==> config.mk <==
export PLATFORM = sky130hd
export DESIGN_NAME = lcd_bus_arbiter
export DESIGN_NICKNAME = d
export VERILOG_FILES = /design/src/rtl/lcd_bus_arbiter.sv
export SDC_FILE = /design/constraint.sdc
export NUM_CORES = 1
export LEC_CHECK = 0
export ABC_AREA = 1
export CORE_MARGIN = 2
export CORE_UTILIZATION = 49
export CTS_CLUSTER_DIAMETER = 80
export CTS_CLUSTER_SIZE = 16
export DETAILED_ROUTE_END_ITERATION = 10
export HOLD_SLACK_MARGIN = 0.1
export PLACE_DENSITY = 0.88
export SLEW_MARGIN = 20
export SYNTH_ARGS = -nofsm -noshare
export SYNTH_HDL_FRONTEND = slang
export SYNTH_SLANG_ARGS = --single-unit
==> constraint.sdc <==
create_clock -name clk -period 2.2 [get_ports clk]
set_input_delay 0.22 -clock clk [delete_from_list [all_inputs] [get_ports clk]]
set_output_delay 0.22 -clock clk [all_outputs]
set_load 0.03 [all_outputs]
==> src/rtl/lcd_bus_arbiter.sv <==
// ============================================================================
//  Module   : lcd_bus_arbiter
//  Purpose  : Shares one HD44780-style character-LCD bus between two
//             requesters. Runs the power-on init sequence, then grants whole
//             command/data transactions round-robin. It drives RS/RW/DATA
//             and an explicit E strobe, with per-command hold times.
//  Options  : LCD_ARB_PRIORITY_EN - when defined, requester 0 always wins
//             simultaneous requests (fixed priority, no round-robin pointer).
//  Revision : 1.0 - initial release
// ============================================================================
`default_nettype none

module lcd_bus_arbiter #(
  parameter int INIT_WAIT = 70,
  parameter int CMD_HOLD  = 30,
  parameter int CLR_HOLD  = 100,
  parameter int E_WIDTH   = 8
) (
  input  logic       clk,
  input  logic       rst,
  input  logic [1:0] req,
  input  logic       rs_i0,
  input  logic [7:0] data_i0,
  input  logic       rs_i1,
  input  logic [7:0] data_i1,
  output logic [1:0] ack,
  output logic       busy,
  output logic       init_done,
  output logic       E,
  output logic       RS,
  output logic       RW,
  output logic [7:0] DATA
);

  // Counter is 8 bits wide, so every hold length fits in 8 bits.
  localparam logic [7:0] c_init_wait = 8'(INIT_WAIT);
  localparam logic [7:0] c_cmd_hold  = 8'(CMD_HOLD);
  localparam logic [7:0] c_clr_hold  = 8'(CLR_HOLD);
  localparam logic [7:0] c_e_width   = 8'(E_WIDTH);

  typedef enum logic [2:0] {
    W_PWR   = 3'd0,
    I_FUNC  = 3'd1,
    I_DISP  = 3'd2,
    I_ENTRY = 3'd3,
    I_CLR   = 3'd4,
    IDLE    = 3'd5,
    XFER    = 3'd6
  } state_t;

  state_t     r_state;
  logic [7:0] r_cnt;
  logic [7:0] w_hold;
  logic       w_end;
  logic       w_is_clr;
  logic       w_win;

`ifndef LCD_ARB_PRIORITY_EN
  logic       r_last;
`endif

  // Clear/home commands need the long hold; RS/DATA are the latched transaction.
  assign w_is_clr = ~RS && (DATA == 8'h01 || DATA == 8'h02 || DATA == 8'h03);

  // Length of the timed phase the FSM is currently in.
  always_comb begin
    w_hold = c_cmd_hold;
    case (r_state)
      W_PWR:   w_hold = c_init_wait;
      I_CLR:   w_hold = c_clr_hold;
      XFER:    w_hold = w_is_clr ? c_clr_hold : c_cmd_hold;
      default: w_hold = c_cmd_hold;
    endcase
  end

  assign w_end = (r_cnt == w_hold - 8'd1);

  // Pick the winning requester; only meaningful when some req bit is set.
  always_comb begin
`ifdef LCD_ARB_PRIORITY_EN
    w_win = ~req[0];
`else
    if (req == 2'b11) w_win = ~r_last;
    else              w_win = req[1];
`endif
  end

  // Main FSM: init sequencing, arbitration and transaction timing, registered outputs.
  always_ff @(posedge clk or negedge rst) begin
    if (!rst) begin
      r_state   <= W_PWR;
      r_cnt     <= 8'd0;
      E         <= 1'b0;
      RS        <= 1'b0;
      RW        <= 1'b0;
      DATA      <= 8'h00;
      ack       <= 2'b00;
      busy      <= 1'b1;
      init_done <= 1'b0;
`ifndef LCD_ARB_PRIORITY_EN
      r_last    <= 1'b1;
`endif
    end else begin
      ack <= 2'b00;
      RW  <= 1'b0;
      case (r_state)
        IDLE: begin
          E <= 1'b0;
          if (req != 2'b00) begin
            r_state <= XFER;
            r_cnt   <= 8'd0;
            busy    <= 1'b1;
            ack     <= w_win ? 2'b10 : 2'b01;
            RS      <= w_win ? rs_i1 : rs_i0;
            DATA    <= w_win ? data_i1 : data_i0;
`ifndef LCD_ARB_PRIORITY_EN
            r_last  <= w_win;
`endif
          end
        end
        default: begin
          if (w_end) begin
            // Phase complete: load the next init command or go back to IDLE.
            r_cnt <= 8'd0;
            E     <= 1'b0;
            case (r_state)
              W_PWR: begin
                r_state <= I_FUNC;
                RS      <= 1'b0;
                DATA    <= 8'h38;
              end
              I_FUNC: begin
                r_state <= I_DISP;
                RS      <= 1'b0;
                DATA    <= 8'h0C;
              end
              I_DISP: begin
                r_state <= I_ENTRY;
                RS      <= 1'b0;
                DATA    <= 8'h06;
              end
              I_ENTRY: begin
                r_state <= I_CLR;
                RS      <= 1'b0;
                DATA    <= 8'h01;
              end
              default: begin
                r_state   <= IDLE;
                busy      <= 1'b0;
                RS        <= 1'b0;
                DATA      <= 8'h00;
                init_done <= 1'b1;
              end
            endcase
          end else begin
            // E is high for cnt in [1, E_WIDTH]; set it one cycle early since it is registered.
            r_cnt <= r_cnt + 8'd1;
            E     <= (r_state != W_PWR) && (r_cnt < c_e_width);
          end
        end
      endcase
    end
  end

endmodule

`default_nettype wire

==> flow_metrics.py, run 1 <==
metrics = {
    "run_status": {
        "status": "complete, no violations",
    },
    "placement": {
        "io_buffer_count": 35,
        "routabilityCongestion": 0.940,
        "place_area_um2": 1970,
        "dp_hpwl_um": 2980,
        "dp.cells": 291,
    },
    "final_layout": {
        "layout_commonest_cell": "nand2_1",
        "diodes": 0,
        "layout_common_cells": "nand2_1 (48), clkdlybuf4s50_1 (35), nand3_1 (30)",
        "final_cells": 294,
        "utilization_pct": 65.3,
        "drive_above_1_share_pct": 8.80,
        "synthToLayoutAreaGrowth_pct": 26.4,
        "fillers": 271,
        "fin_area_um2": 1990,
        "nNetsFinal": 275,
    },
    "cts": {
        "cts.sinks": 26,
        "cts_setup_buffers": 0,
        "cts_buffers": 3,
        "cts_resized": 0,
        "ctsHoldBuffers": 0,
        "cts_tree": "built",
        "cts_root_buffer": "clkbuf_4",
        "clock_latency_ps": 330,
        "cts.htree.levels": 1,
        "clockBufferDepth": 2,
        "clk_pin_slew_worst_paths_ps": 140,
    },
    "floorplanning": {
        "die_x_um": 60.7,
        "fp-row-count": 20,
        "pin_count": 37,
        "die-area_um2": 3690,
        "initial_core_util_pct": 51.7,
        "die_h_um": 60.7,
        "core_area_um2": 3050,
    },
    "logic_synthesis": {
        "ys_types": 30,
        "synth_nets": 238,
        "synth_xor_area_share_pct": 3.33,
        "synthAdderAreaFrac_pct": 0.793,
        "synth_top_family_by_area": "simple AND/OR/NAND/NOR gates",
        "synth_compound_area_share_pct": 9.60,
        "syn_inst": 215,
        "postSynthAreaPerCell_um2": 7.34,
        "synth_mux_area_share_pct": 0,
        "synth-seq-cells": 26,
        "syn_area_um2": 1580,
        "synth_warnings": 0,
        "yosys.area_share.simple_pct": 35.1,
        "yosysSeqAreaShare_pct": 41.4,
    },
    "timing": {
        "report.final.slew_viol_count": 0,
        "rsz0062_at_grt": "no",
        "finalCritPeriodShare_pct": 90.2,
        "fmax_mhz": 504,
        "skew_ps": 12.6,
        "holdWs_ps": 230,
        "worst_pin_slew_ps": 503,
        "setup_viol": 0,
        "tns_ps": 0,
        "period_minus_slack_ps": 1980,
        "max_slew_margin_pct": 66.4,
        "hold_viol_final": 0,
    },
    "global_route": {
        "top_usage_layer": "met2",
        "met2_usage_pct": 39.8,
        "grt_max_degree": 27,
        "grt_pass1_wl_um": 6600,
        "antenna_found_initial": 0,
        "grt_use_met1_pct": 32.8,
        "grt_pass1_vias": 1429,
        "grt_overflow": 0,
        "grt_usage_pct": 24.4,
        "use_met3_pct": 2.56,
    },
    "hold_path": {
        "hp-class": "input pin to asynchronous set/reset pin",
    },
    "critical_path": {
        "path_class": "flip-flop to flip-flop",
        "end_kind": "flip-flop",
        "cp_data_arrival_time_ps": 2200,
        "cp_max_fo": 11,
        "required_ps": 2420,
        "crit_path_start_kind": "flip-flop",
    },
    "power_and_ir_drop": {
        "irDropWorstVdd_mv": 0.243,
        "leakage_nw": 0.947,
        "power_density_nw_per_um2": 390,
    },
    "routing": {
        "avgViaCountPerCell": 5.23,
        "drcViolationCount": 0,
        "vias": 1539,
        "wl_per_cell_um": 13.3,
        "ant_nets": 0,
        "first_pass_iters": 4,
        "routed_wl_um": 3900,
        "drt_iter0_markers": 91,
    },
    "flow_run": {
        "drv_cap": 0,
    },
}
[power breakdown]
group | switching [mW] | internal [mW]
clock | 0.140 | 0.0643
sequential | 0.00307 | 0.483
combinational | 0.0413 | 0.0466
[state kept, by name (all words and copies together) (netlist names)]
signal / flops
E: 1
busy: 1
r_cnt: 8
init_done: 1
r_last: 1
r_state: 3
DATA: 8
RS: 1
ack: 2
[synth_stat cells]
library cell,number,area [um^2]
a21oi_1,1,5.00
buf_2,3,15.0
buf_4,2,15.0
buf_6,1,11.3
clkbuf_1,2,7.51
clkinv_1,1,3.75
conb_1,1,3.75
dfrtp_1,24,601
dfstp_2,2,52.6
ha_1,1,12.5
inv_1,24,90.1
inv_2,2,7.51
nand2_1,48,180
nand2_2,2,12.5
nand2_4,1,11.3
nand3_1,30,150
nand3_2,2,20.0
nand3_4,1,17.5
nand4_1,3,18.8
nor2_1,25,93.8
nor2_2,2,12.5
nor2_4,1,11.3
nor3_1,4,20.0
nor4_1,1,6.26
o21ai_0,20,100
o21bai_4,1,18.8
o22ai_1,3,18.8
o32ai_1,1,8.76
xnor2_1,2,17.5
xor2_1,4,35.0
[routing by layer]
metal	routed length, um	part of all wire, %	vias to the layer above
met4	92	2.4	0
met5	0	0	-
met1	1730	44	728
met2	1930	50	41
met3	149	3.8	8
li1	-	-	762
[final timing paths]
check / cells after the start / start / to / slack [ps]
worst max register to register: 10 / DATA[4] / r_state[1] / 220
max in group asynchronous: 2 / rst / busy / 1660
worst min-delay path: 2 / rst / DATA[6] / 230
worst min register to register: 2 / busy / busy / 480
worst max-delay path: 10 / DATA[4] / r_state[1] / 220
min in group clk: 2 / busy / busy / 480
[worst max-delay path, stage by stage (launching register included)]
cell and delay, ps:
dfrtp_1 450, inv_1 70, nand2_1 50, nor2_1 200
nand3_4 140, nand3_1 130, nand2_1 60, nor2_1 80
nand4_1 420, nand3_1 210, nand2_1 70
[stage by stage]
stage	setup slack [ps]	power (mW)
4_1_cts	232	0.783
6_report	215	0.778
2_1_floorplan	508	0.523
5_1_grt	59.2	0.809
3_3_place_gp	331	0.582
3_5_place_dp	259	0.583
[kinds of logic (layout without fill, tap and decap cells)]
kind of cell,count (synthesis),after routing
AND/OR/NAND/NOR,120,120
buffers and inverters,35,70
AO/OA/AOI/OAI,26,26
flip-flops,26,26
XOR/XNOR,6,6
adder cells (fa/ha/maj),1,1
other,1,1
[layout make-up]
cell class,instances,area (um^2),share of cell area [%]
sequential,26,653,32.7
tap,44,55.1,2.76
inverter,27,101,5.08
multi-input combinational,154,774,38.8
timing repair buffer,40,388,19.4
clock buffer,3,22.5,1.13
Power figures use the tool's default switching activity.
==> run 2: changes to the inputs <==
--- a/config.mk
+++ b/config.mk
@@ -9,3 +9,3 @@
 export CORE_MARGIN = 2
-export CORE_UTILIZATION = 49
+export CORE_UTILIZATION = 39
 export CTS_CLUSTER_DIAMETER = 80
@@ -14,3 +14,3 @@
 export HOLD_SLACK_MARGIN = 0.1
-export PLACE_DENSITY = 0.88
+export PLACE_DENSITY = 0.74
 export SLEW_MARGIN = 20
==> constraint.sdc (replaced) <==
create_clock -name clk -period 2.2 [get_ports clk]
set_input_delay 0.33 -clock clk [delete_from_list [all_inputs] [get_ports clk]]
set_output_delay 0.33 -clock clk [all_outputs]
set_load 0.03 [all_outputs]
==> run 2 against run 1 <==
Compared with the run above: maximum frequency rose by 1.9%; clock-buffer cell count did not move; largest cell class unchanged; final cell count rose by 2.7%; global-route usage fell by 4.8 points; flip-flop and latch count did not move.
==> flow_metrics.py, run 2 (same netlist as run 1, synthesis figures left out) <==
metrics = {
    "floorplanning": {
        "pin_count": 37,
        "initial_core_util_pct": 40.0,
        "die_h_um": 67.6,
        "fp-row-count": 23,
        "core_area_um2": 3940,
        "die_x_um": 67.6,
        "die-area_um2": 4570,
    },
    "critical_path": {
        "cp_data_arrival_time_ps": 2170,
        "cp_common_cell": "nand2_1",
        "cp_cell_sequence": "nand2_4 > nor2_4 > nand3_4 > nand2_1 > nand2_1 > nand2_2 > nand3_2 > o21bai_4 > nand3_1 > nand2_1",
        "end_kind": "flip-flop",
        "regToRegSetupSlack_ps": 250,
        "crit_path_start": "r_state[2]",
        "critPathMaxStageDelay_ps": 580,
        "path_class": "flip-flop to flip-flop",
        "reg2reg_from": "r_state[2]",
        "cp_max_fo": 16,
        "required_ps": 2420,
        "crit_path_start_kind": "flip-flop",
        "crit_slowest_cell": "dfrtp_1",
    },
    "routing": {
        "routed_wl_um": 3910,
        "ant_nets": 0,
        "first_pass_iters": 4,
        "avgViaCountPerCell": 5.06,
        "drt_iter0_markers": 83,
        "wl_per_cell_um": 12.9,
        "drcViolationCount": 0,
        "vias": 1527,
    },
    "timing": {
        "setup_viol": 0,
        "holdWs_ps": 409,
        "worst_pin_slew_ps": 525,
        "tns_ps": 0,
        "period_minus_slack_ps": 1950,
        "fmax_mhz": 513,
        "finalCritPeriodShare_pct": 88.6,
        "max_slew_margin_pct": 65.0,
        "setup_slack_ps": 252,
        "skew_ps": 3.90,
        "report.final.slew_viol_count": 0,
        "rsz0062_at_grt": "no",
        "hold_viol_final": 0,
    },
    "final_layout": {
        "layout_common_cells": "nand2_1 (48), clkdlybuf4s50_1 (35), nand3_1 (30)",
        "top_regs": "DATA: 8 flops, r_cnt: 8 flops, r_state: 3 flops",
        "diodes": 0,
        "drive_above_1_share_pct": 9.52,
        "layout_commonest_cell": "nand2_1",
        "nNetsFinal": 276,
        "synthToLayoutAreaGrowth_pct": 30.5,
        "final_cells": 302,
    },
    "global_route": {
        "grt_max_degree": 27,
        "met2_usage_pct": 32.4,
        "top_usage_layer": "met2",
        "use_met3_pct": 2.00,
        "grt_pass1_wl_um": 6730,
        "grt_overflow": 0,
        "grt_use_met1_pct": 26.8,
        "grt_pass1_vias": 1412,
        "antenna_found_initial": 0,
        "grt_usage_pct": 19.6,
    },
    "cts": {
        "cts.htree.levels": 1,
        "cts_resized": 0,
        "cts_tree": "built",
        "cts_root_buffer": "clkbuf_8",
        "ctsHoldBuffers": 0,
        "clk_pin_slew_worst_paths_ps": 90,
        "cts_setup_buffers": 0,
        "clock_latency_ps": 280,
        "cts.sinks": 26,
        "clockBufferDepth": 2,
        "cts_buffers": 3,
    },
    "power_and_ir_drop": {
        "intPower_uw": 773,
        "power_density_nw_per_um2": 475,
        "irDropWorstVdd_mv": 0.197,
        "switchingPower_uw": 204,
        "netSwitchingFraction_pct": 20.9,
        "total_power_uw": 977,
        "pwr-share-clk_pct": 41.4,
        "leakage_nw": 0.973,
        "p_seq_share_pct": 49.7,
        "combPwrFrac_pct": 8.9,
    },
    "placement": {
        "io_buffer_count": 35,
        "dp_hpwl_um": 2910,
        "dp_slack_ps": 248,
        "routabilityCongestion": 0.873,
        "dp.cells": 297,
    },
    "run_status": {
        "status": "complete, no violations",
    },
    "hold_path": {
        "hp-class": "input pin to asynchronous set/reset pin",
    },
    "flow_run": {
        "drv_cap": 0,
    },
}
run 2: changes by cell type in the layout (fill, tap and decap cells not counted), sizes merged:
cell / change
buf: +1
bufinv: +1
run 2: layer usage:
metal	part of all wire (%)	wire length [um]
met3	3.5	137
met4	1.5	57
met1	46	1780
met5	0	0
met2	49	1930
run 2: cell type report:
type                    count  area, um^2
well taps                  50        62.6
clock inverters             1        30.0
clock buffers               3        41.3
flip-flops and latches     26         653
repair buffers             41         395
multi-input cells         154         774
inverters                  27         101
fillers                   368        1880
run 2: power by group through the flow:
stage	sequential [mW]	combinational [mW]	clock, mW
after global routing	0.486	0.0961	0.434
final	0.486	0.0873	0.404
after CTS	0.486	0.0889	0.415
after floorplan	0.501	0.0219	0
after detailed placement	0.495	0.0884	0
after global placement	0.495	0.0876	0
run 2: worst paths after layout:
| kind | to | cells after the start |
|---|---|---|
| worst max-delay path | DATA[0] | 10 |
| worst min-delay path | r_cnt[3] | 2 |
| worst max register to register | DATA[0] | 10 |
| worst min register to register | busy | 2 |
| max in group asynchronous | r_last | 2 |
| min in group clk | busy | 2 |
run 2: metrics by stage:
step	area, um^2	utilization (%)
2_1_floorplan	1580	-
3_3_place_gp	1980	50.2
3_5_place_dp	1980	50.2
4_1_cts	2050	52.0
5_1_grt	2060	52.2
6_report	2060	52.2
run 2: critical path, delay by kind of cell, from the launching register on:
family / cells / cell delay [ps]
flops: 1 / 580
simple gates: 9 / 960
compound gates: 1 / 340
